--- src/rtl/serial_result_collector_if.sv ---
// serial_result_collector_if
//   Bundles the serial-input and result-output signals of the collector.
//   Ports (from the collector's point of view, modport slave):
//     sin, carry_in, bit_vld, frame_start  serial frame input
//     res_data[WIDTH:0], res_vld, res_rdy  parallel result handshake
//     clr_err, overflow, frame_err, busy   status / error flags
//   The master modport is the producer/consumer side.
interface serial_result_collector_if #(
  parameter int WIDTH = 4
) ();
  logic             sin;
  logic             carry_in;
  logic             bit_vld;
  logic             frame_start;
  logic [WIDTH:0]   res_data;
  logic             res_vld;
  logic             res_rdy;
  logic             clr_err;
  logic             overflow;
  logic             frame_err;
  logic             busy;

  modport master (
    output sin, carry_in, bit_vld, frame_start, res_rdy, clr_err,
    input  res_data, res_vld, overflow, frame_err, busy
  );

  modport slave (
    input  sin, carry_in, bit_vld, frame_start, res_rdy, clr_err,
    output res_data, res_vld, overflow, frame_err, busy
  );
endinterface

--- src/rtl/serial_result_collector.sv ---
// serial_result_collector
//   Collects an LSB-first sum bitstream plus the final carry from the
//   bit-serial adder and presents {carry, sum} on a valid/ready register.
//   Ports:
//     clk    rising-edge clock
//     rst    asynchronous active-low reset
//     io_bus serial_result_collector_if.slave (serial in, result out, flags)
//
//   state      | meaning
//   -----------+-------------------------------------------------------
//   ST_IDLE    | waiting for a bit qualified by frame_start
//   ST_COLLECT | frame in progress; r_cnt bits already shifted in
module serial_result_collector #(
  parameter int WIDTH = 4
) (
  input  logic                        clk,
  input  logic                        rst,
  serial_result_collector_if.slave    io_bus
);

  localparam int CW = $clog2(WIDTH);

  typedef enum logic {
    ST_IDLE    = 1'b0,
    ST_COLLECT = 1'b1
  } state_t;

  state_t           r_state;
  logic [CW-1:0]    r_cnt;
  logic [WIDTH-1:0] r_shreg;
  logic [WIDTH:0]   r_res_data;
  logic             r_res_vld;
  logic             r_overflow;
  logic             r_frame_err;

  state_t           w_state_nxt;
  logic [CW-1:0]    w_cnt_nxt;
  logic [WIDTH-1:0] w_shreg_nxt;
  logic [WIDTH-1:0] w_shifted;
  logic             w_frame_err;
  logic             w_complete;
  logic             w_res_load;
  logic             w_drop;

  assign w_shifted = {io_bus.sin, r_shreg[WIDTH-1:1]};

  always_ff @(posedge clk or negedge rst) begin
    if (!rst) begin
      r_state <= ST_IDLE;
      r_cnt   <= '0;
      r_shreg <= '0;
    end else begin
      r_state <= w_state_nxt;
      r_cnt   <= w_cnt_nxt;
      r_shreg <= w_shreg_nxt;
    end
  end

  always_comb begin
    w_state_nxt = r_state;
    w_cnt_nxt   = r_cnt;
    w_shreg_nxt = r_shreg;
    w_frame_err = 1'b0;
    w_complete  = 1'b0;
    case (r_state)
      ST_IDLE: begin
        if (io_bus.bit_vld) begin
          if (io_bus.frame_start) begin
            w_shreg_nxt = w_shifted;
            w_cnt_nxt   = CW'(1);
            w_state_nxt = ST_COLLECT;
          end else begin
            w_frame_err = 1'b1;
          end
        end
      end
      ST_COLLECT: begin
        if (io_bus.bit_vld) begin
          if (io_bus.frame_start) begin
            // Restart: older bits are discarded, this bit becomes bit 0.
            w_frame_err = 1'b1;
            w_shreg_nxt = {io_bus.sin, {(WIDTH-1){1'b0}}};
            w_cnt_nxt   = CW'(1);
          end else begin
            w_shreg_nxt = w_shifted;
            if (r_cnt == CW'(WIDTH-1)) begin
              w_complete  = 1'b1;
              w_cnt_nxt   = '0;
              w_state_nxt = ST_IDLE;
            end else begin
              w_cnt_nxt = r_cnt + CW'(1);
            end
          end
        end
      end
      default: begin
        w_state_nxt = ST_IDLE;
        w_cnt_nxt   = '0;
      end
    endcase
  end

  // A completed frame loads when the output slot is empty or being drained
  // in the same cycle; otherwise it is lost and flagged.
  assign w_res_load = w_complete && (!r_res_vld || io_bus.res_rdy);
  assign w_drop     = w_complete && r_res_vld && !io_bus.res_rdy;

  always_ff @(posedge clk or negedge rst) begin
    if (!rst) begin
      r_res_data  <= '0;
      r_res_vld   <= 1'b0;
      r_overflow  <= 1'b0;
      r_frame_err <= 1'b0;
    end else begin
      if (w_res_load) begin
        r_res_data <= {io_bus.carry_in, w_shifted};
      end
      r_res_vld   <= w_complete || (r_res_vld && !io_bus.res_rdy);
      // Set has priority over clear.
      r_overflow  <= w_drop || (r_overflow && !io_bus.clr_err);
      r_frame_err <= w_frame_err;
    end
  end

  assign io_bus.res_data  = r_res_data;
  assign io_bus.res_vld   = r_res_vld;
  assign io_bus.overflow  = r_overflow;
  assign io_bus.frame_err = r_frame_err;
  assign io_bus.busy      = (r_state == ST_COLLECT);

endmodule

--- src/flat_wrapper.sv ---
// flat-port wrapper written by rule: the top's interface ports become plain ports
module serial_result_collector_flat 
#(
  parameter int WIDTH = 4
)
  (clk, rst, io_bus_sin, io_bus_carry_in, io_bus_bit_vld, io_bus_frame_start, io_bus_res_rdy, io_bus_clr_err, io_bus_res_data, io_bus_res_vld, io_bus_overflow, io_bus_frame_err, io_bus_busy);
  serial_result_collector_if #(.WIDTH(WIDTH)) io_bus_i ();
  input  logic clk;
  input  logic rst;
  input wire logic [$bits(io_bus_i.sin)-1:0] io_bus_sin;
  input wire logic [$bits(io_bus_i.carry_in)-1:0] io_bus_carry_in;
  input wire logic [$bits(io_bus_i.bit_vld)-1:0] io_bus_bit_vld;
  input wire logic [$bits(io_bus_i.frame_start)-1:0] io_bus_frame_start;
  input wire logic [$bits(io_bus_i.res_rdy)-1:0] io_bus_res_rdy;
  input wire logic [$bits(io_bus_i.clr_err)-1:0] io_bus_clr_err;
  output wire logic [$bits(io_bus_i.res_data)-1:0] io_bus_res_data;
  output wire logic [$bits(io_bus_i.res_vld)-1:0] io_bus_res_vld;
  output wire logic [$bits(io_bus_i.overflow)-1:0] io_bus_overflow;
  output wire logic [$bits(io_bus_i.frame_err)-1:0] io_bus_frame_err;
  output wire logic [$bits(io_bus_i.busy)-1:0] io_bus_busy;
  assign io_bus_i.sin = io_bus_sin;
  assign io_bus_i.carry_in = io_bus_carry_in;
  assign io_bus_i.bit_vld = io_bus_bit_vld;
  assign io_bus_i.frame_start = io_bus_frame_start;
  assign io_bus_i.res_rdy = io_bus_res_rdy;
  assign io_bus_i.clr_err = io_bus_clr_err;
  assign io_bus_res_data = io_bus_i.res_data;
  assign io_bus_res_vld = io_bus_i.res_vld;
  assign io_bus_overflow = io_bus_i.overflow;
  assign io_bus_frame_err = io_bus_i.frame_err;
  assign io_bus_busy = io_bus_i.busy;
  serial_result_collector #(.WIDTH(WIDTH)) u_core (.clk(clk), .rst(rst), .io_bus(io_bus_i));
endmodule
--- config.mk ---
export PLATFORM = sky130hd
export DESIGN_NAME = serial_result_collector_flat
export DESIGN_NICKNAME = d
export VERILOG_FILES = /design/src/rtl/serial_result_collector_if.sv /design/src/rtl/serial_result_collector.sv /design/src/flat_wrapper.sv
export SDC_FILE = /design/constraint.sdc
export NUM_CORES = 1
export LEC_CHECK = 0
export CELL_PAD_IN_SITES_DETAIL_PLACEMENT = 1
export CELL_PAD_IN_SITES_GLOBAL_PLACEMENT = 1
export CORE_MARGIN = 3
export CORE_UTILIZATION = 39
export DETAILED_ROUTE_END_ITERATION = 12
export PLACE_DENSITY = 0.81
export SLEW_MARGIN = 20
export SYNTH_ARGS = -nofsm -noshare
export SYNTH_HDL_FRONTEND = slang
export SYNTH_SLANG_ARGS = --single-unit
--- constraint.sdc ---
create_clock -name clk -period 3.7 [get_ports clk]
set_input_delay 0.74 -clock clk [delete_from_list [all_inputs] [get_ports clk]]
set_output_delay 0.74 -clock clk [all_outputs]
set_load 0.005 [all_outputs]
==> summary.md, run 1 <==
| Metric | Value |
|---|---|
| Status | complete, no violations |
| Endpoint class of the critical path | output pin |
| GRT met3 Usage | 3.83% |
| Grt peak-use layer | met2 |
| Share of cells above drive strength 1 | 17.1% |
| Top fanout value on the critical path | 14 |
| Slew Limit Fails | 0 |
| Area growth syn-to-layout | 29.0% |
| DR pass1 iterations | 2 |
| CTS tree | done |
| Power per Cell Area | 671 nW/um^2 |
| Crit path cell chain | clkdlybuf4s50_1 |
| Max-cap violations | 0 |
| Detail Placement HPWL | about 950 um |
| Total GRT Usage | a little over an eighth |
| Worst Skew | around 0.0012 ns |
| Core area | ~1500 sq um |
| Clock Sinks | 14 |
| Slew @ Worst Pin | 0.648 ns |
| Setup CP Type | flop to output pin |
| Initial antenna violation count | 0 |
| Layout Nets | 80 |
| Clock latency on the worst-skew pair | between 0.2 and 0.3 ns |
| Syn Area/Cell | about 12 sq um |
| CP Launch Type | flop |
| Cts hold-fix bufs | 0 |
| Final hold vios | 0 |
| Postcts setup bufs | 0 |
| Vias per cell | roughly 5.3 |
| RSZ-0062 raised after global routing | no |
| Number of gates resized after CTS | 0 |
| CTS max path bufs | 2 |
| Fillers | 182 |
| Largest net degree at the start of global routing | 15 |
| Slowest-stage cell, CP | dfrtp_1 |
| Initial Util | 42.6% |
| Worst Path Buf+Inv | 1 |
| Clock buffer count from CTS | 3 |
| Post-synthesis sequential area ratio | 53.3% |
| N_diodes | 0 |
| DP Cell Count | 82 |
| Library cells used by synthesis | 22 |
| Setup_tns | 0 ns |
| CP arrival | 1.54 ns |
| Layout Cells excl Fill | 86 |
| Post-DRT Antenna Nets | 0 |
| Hold Path Class | flop to flop |
| GP Congestion | 0.670 |
| Initial DRC Count | 5 |
| Req. time, crit path | 2.96 ns |
| VDD IR-drop max | around 0.31 mV |
| Fin worst setup slack | 1.42 ns |
| Max-slew headroom | approximately 57% |
| CP startpoint | u_core.io_bus.busy |
| Hold Path Origin | u_core.io_bus.res_data[4] |
| RR Startpoint | u_core.io_bus.busy |
| CP top delay family | flip-flops |
| Setup violators final | 0 |
| Static Leakage | around 0.37 nW |
| Synthesis Warnings | 0 |
| Number of global-route vias before repair | between 400 and 500 |
| Routed WL per cell | roughly 16 um |
| Mapped cell area | approximately 660 sq um |
| # rows | 14 |
| Num ports | 17 |
| Die Span Y | roughly 47 um |
| DRC | 0 |
| Top cells by area, synth | dfrtp_1 53%, mux2_2 10%, nor2b_1 3.8%, nand4b_4 3.6%, o21ai_0 2.3% |
| IO Port Bufs | 16 |
| Post-synth top area share | ~53% |
| Final WL | around 1300 um |
| H-Tree Depth | 1 |
| Final min period | 2.28 ns |
| Root Driver | clkbuf_4 |
| Clk pin slew, worst setup/hold paths | 0.09 ns |
| Syn Nets | 62 |
| Leading area contributor after synthesis | dfrtp_1 |
| #FFs+latches synth | 14 |
| GR Util met1 | between 10% and 20% |
| Grt total ovfl | 0 |
| Fmax | between 0.4 and 0.5 GHz |
| Die area | roughly 2200 sq um |
| First-pass GRT wire length | 2080 um |
| Synth Instances | 53 |
| Die width | roughly 47 um |
| Pre-CTS setup slack | 1.26 ns |
| Max incr delay on CP | ~0.66 ns |
| Met2 GRT Util | between 20 and 25% |
| Final Cycle Share | around three fifths |
| Vias | roughly 460 |
==> state kept, by name, summed over array words and instances, names as in the netlist <==
signal                   count
u_core.io_bus.res_data       5
u_core.io_bus.res_vld        1
u_core.io_bus.frame_err      1
u_core.r_shreg               3
u_core.r_cnt                 2
u_core.io_bus.busy           1
u_core.io_bus.overflow       1
==> metal layers <==
metal	vias up	part of all wire, %
met3	2	5.1
li1	220	-
met5	-	0
met1	225	44
met4	0	1.4
met2	10	50
==> logic make-up after synthesis <==
family / count (synthesis) / share of synthesized area (%)
flip-flops: 14 / 53.3
AO/OA/AOI/OAI: 13 / 12.6
multiplexers: 6 / 10.3
XOR/XNOR: 1 / 1.33
AND/OR/NAND/NOR: 13 / 15.4
buffers and inverters: 5 / 5.14
adder cells (fa/ha/maj): 1 / 1.90
==> layout by cell type (no fill, tap or decap) <==
master           count
and3b_1              1
a22o_1               1
nand2_1              2
nor2b_1              4
clkdlybuf4s50_1     16
clkbuf_8             1
o21a_1               2
nand3_1              2
ha_1                 1
nand4b_4             1
nand2b_1             1
a31oi_1              2
clkbuf_4             3
o22a_1               1
a21oi_1              2
dfrtp_1             14
nor2b_4              1
o22ai_1              2
mux2_2               6
o21ai_0              3
inv_1                2
and2_1               1
xnor2_1              1
==> final timing paths <==
path / to / slack, ns / cells after the start
max: io_bus_busy / 1.42 / 1
min: u_core.io_bus.res_data[4] / 0.51 / 1
max reg2reg: u_core.io_bus.res_data[2] / 2.17 / 3
min reg2reg: u_core.io_bus.res_data[4] / 0.51 / 1
max in group asynchronous: u_core.io_bus.res_data[2] / 2.43 / 1
min in group asynchronous: u_core.io_bus.overflow / 0.86 / 1
==> per-stage QoR <==
step	hold WS, ns	total power, mW	util (%)	cell area (sq um)
detailed placement	0.496	0.467	52.6	811
global route	0.544	0.608	55.0	847
finish	0.510	0.569	55.0	847
global placement	0.492	0.453	52.6	811
floorplan	0.444	0.367	-	657
CTS	0.517	0.578	55.0	847
==> synthesized netlist by cell type (all sizes together) <==
| master | number |
|---|---|
| nand2 | 2 |
| a21oi | 2 |
| and2 | 1 |
| o21ai | 3 |
| o21a | 2 |
| o22ai | 2 |
| nand3 | 2 |
| mux2 | 6 |
| nor2b | 5 |
| dfrtp | 14 |
| a22o | 1 |
| nand4b | 1 |
| nand2b | 1 |
| and3b | 1 |
| buf | 3 |
| inv | 2 |
| a31oi | 2 |
| xnor2 | 1 |
| o22a | 1 |
| ha | 1 |
==> layout make-up <==
type	count	area (sq um)	area share, %
multi-input combinational	34	273	32.2
timing repair buffer	16	160	18.9
tap	16	20.0	2.36
inverter	2	7.51	0.886
sequential	14	350	41.4
clock buffer	4	36.3	4.28
==> power breakdown <==
group	internal, mW	leakage [nW]	switching [mW]
clock	0.0597	0.0210	0.0488
sequential	0.207	0.175	0.0536
combinational	0.133	0.175	0.0666
Power figures use the tool's default switching activity.
==> inputs of run 2 (changes only) <==
CORE_UTILIZATION = 32   (was 39)
PLACE_DENSITY = 0.71   (was 0.81)
clock period = 1.9 ns   (was 3.7 ns; I/O delays follow)
==> summary.md, run 2 (same netlist as run 1, synthesis figures left out) <==
| Metric | Value |
|---|---|
| DRC | 0 (unchanged) |
| Slew @ Worst Pin | 0.347 ns (was 0.648 ns) |
| Setup CP Type | flop to output pin (unchanged) |
| Slowest-stage cell, CP | clkdlybuf4s50_1 (was dfrtp_1) |
| Status | complete, no violations (unchanged) |
| Initial Util | 35.7% (was 42.6%) |
| Die area | 2630 sq um (was 2210 sq um) |
| Num ports | 17 (unchanged) |
| Flop2flop setup slack | 0.46 ns (was 2.17 ns) |
| Max reg flops | 5 (unchanged) |
| Final min period | 1.60 ns |
| Worst Path Buf+Inv | 1 (unchanged) |
| RR Startpoint | u_core.r_cnt[0] (was u_core.io_bus.busy) |
| Cts hold-fix bufs | 0 (unchanged) |
| Fmax | between 0.6 and 0.7 GHz |
| Layout Nets | 84 (was 80) |
| Leading cell types in the layout, fill and taps excluded | 16 x clkdlybuf4s50_1, 14 x dfrtp_1, 6 x mux2_2 (unchanged) |
| Max-slew headroom | 76.8% (was 56.7%) |
| Detail Placement HPWL | 1040 um (was 955 um) |
| Number of gates resized after CTS | 0 (unchanged) |
| Max incr delay on CP | 0.53 ns (was 0.66 ns) |
| Setup violators final | 0 (unchanged) |
| RSZ-0062 raised after global routing | no (unchanged) |
| Initial antenna violation count | 0 (unchanged) |
| Grt total ovfl | 0 (unchanged) |
| # rows | 15 (was 14) |
| N_diodes | 0 (unchanged) |
| CTS tree | done (unchanged) |
| Total Power | 1.07 mW (was 0.569 mW) |
| CP arrival | 1.22 ns (was 1.54 ns) |
| Reg2reg end | u_core.io_bus.res_data[3] (was u_core.io_bus.res_data[2]) |
| IO Port Bufs | 16 (unchanged) |
| GP Congestion | 0.673 (was 0.670) |
| Total GRT Usage | 12.8% (was 13.5%) |
| Top fanout value on the critical path | 3 (was 14) |
| Static Leakage | 0.383 nW (was 0.371 nW) |
| VDD IR-drop max | 0.625 mV (was 0.315 mV) |
| Vias per cell | 4.84 (was 5.31) |
| Power per Cell Area | 1220 nW/um^2 (was 671 nW/um^2) |
| Max-cap violations | 0 (unchanged) |
| Number of global-route vias before repair | 521 (was 467) |
| Die width | 51.3 um (was 47.0 um) |
| Die Span Y | 51.3 um (was 47.0 um) |
| Core area | 1840 sq um (was 1540 sq um) |
| Crit path cell chain | clkdlybuf4s50_1 (unchanged) |
| Hold Path Class | input port to async pin (was flop to flop) |
| GR Util met1 | 16.4% (about the same) |
| Slew Limit Fails | 0 (unchanged) |
| CTS max path bufs | 2 (unchanged) |
| Final hold vios | 0 (unchanged) |
| Setup_tns | 0 ns (unchanged) |
| Share of cells above drive strength 1 | 20.5% (was 17.1%) |
| Clock Sinks | 14 (unchanged) |
| H-Tree Depth | 1 (unchanged) |
| Clock latency on the worst-skew pair | 0.27 ns (about the same) |
| Root Driver | clkbuf_4 (unchanged) |
| First-pass GRT wire length | 2410 um (was 2080 um) |
| DR pass1 iterations | 1 (was 2) |
| Clock buffer count from CTS | 3 (unchanged) |
| CP top delay family | buffers and inverters (was flip-flops) |
| Req. time, crit path | 1.52 ns (was 2.96 ns) |
| Vias | 474 (was 457) |
| Routed WL per cell | 13.5 um (was 15.5 um) |
| Final core utilization | 47.6% (was 55.0%) |
| Clk pin slew, worst setup/hold paths | 0.08 ns (was 0.09 ns) |
| Met2 GRT Util | 19.5% (was 22.5%) |
| Endpoint class of the critical path | output pin (unchanged) |
| Largest net degree at the start of global routing | 14 (was 15) |
| Post-DRT Antenna Nets | 0 (unchanged) |
| Worst Skew | 0.00253 ns (was 0.00121 ns) |
| Final Cycle Share | 84.3% |
| Final WL | 1320 um (was 1330 um) |
| CP Launch Type | flop (unchanged) |
| Area growth syn-to-layout | 33.1% (was 29.0%) |
| GRT met3 Usage | 2.62% (was 3.83%) |
| R2R depth | 4 (was 3) |
| Grt peak-use layer | met2 (unchanged) |
| Most common cell after layout, fill and taps aside | clkdlybuf4s50_1 (unchanged) |
| Postcts setup bufs | 0 (unchanged) |
| Initial DRC Count | 0 (was 5) |
==> run 2: cell types whose count changed in the layout (fill, tap and decap cells not counted) <==
cell / change
buf_4: +4
clkbuf_8: -1
==> run 2: worst max-delay path by stage <==
| stage | end | startpoint | depth (start not counted) |
|---|---|---|---|
| after global routing | io_bus_busy | u_core.io_bus.busy | 1 |
| after floorplan | u_core.io_bus.res_data[3] | u_core.r_cnt[0] | 4 |
| after detailed placement | u_core.io_bus.res_data[3] | io_bus_frame_start | 4 |
| after CTS | io_bus_busy | u_core.io_bus.busy | 1 |
| after global placement | u_core.io_bus.res_data[2] | io_bus_bit_vld | 4 |
| final | io_bus_busy | u_core.io_bus.busy | 1 |
==> run 2: layer usage <==
metal | part of all wire (%) | up-vias
li1 | - | 228
met4 | 2.0 | 0
met2 | 48 | 13
met5 | 0 | -
met1 | 45 | 229
met3 | 4.6 | 4
==> run 2: layout make-up <==
cell class              instances  area, sq um
fillers                       225          965
repair buffers                 20          190
clock buffers                   3         22.5
flip-flops and latches         14          350
multi-input cells              34          273
inverters                       2         7.51
well taps                      25         31.3
==> run 2: through the flow <==
stage | std cells | area [sq um] | setup slack (ns) | hold slack, ns
final | 98 | 875 | 0.299 | 0.371
after global routing | 98 | 875 | 0.241 | 0.390
after CTS | 98 | 875 | 0.267 | 0.375
after detailed placement | 95 | 852 | 0.153 | 0.495
after global placement | 95 | 852 | 0.193 | 0.493
after floorplan | 53 | 657 | 0.569 | 0.0844
==> run 2: power breakdown <==
| part | internal, mW | leakage (nW) | switching [mW] |
|---|---|---|---|
| clock network | 0.0734 | 0.0138 | 0.0854 |
| logic | 0.276 | 0.194 | 0.156 |
| registers | 0.404 | 0.175 | 0.0764 |
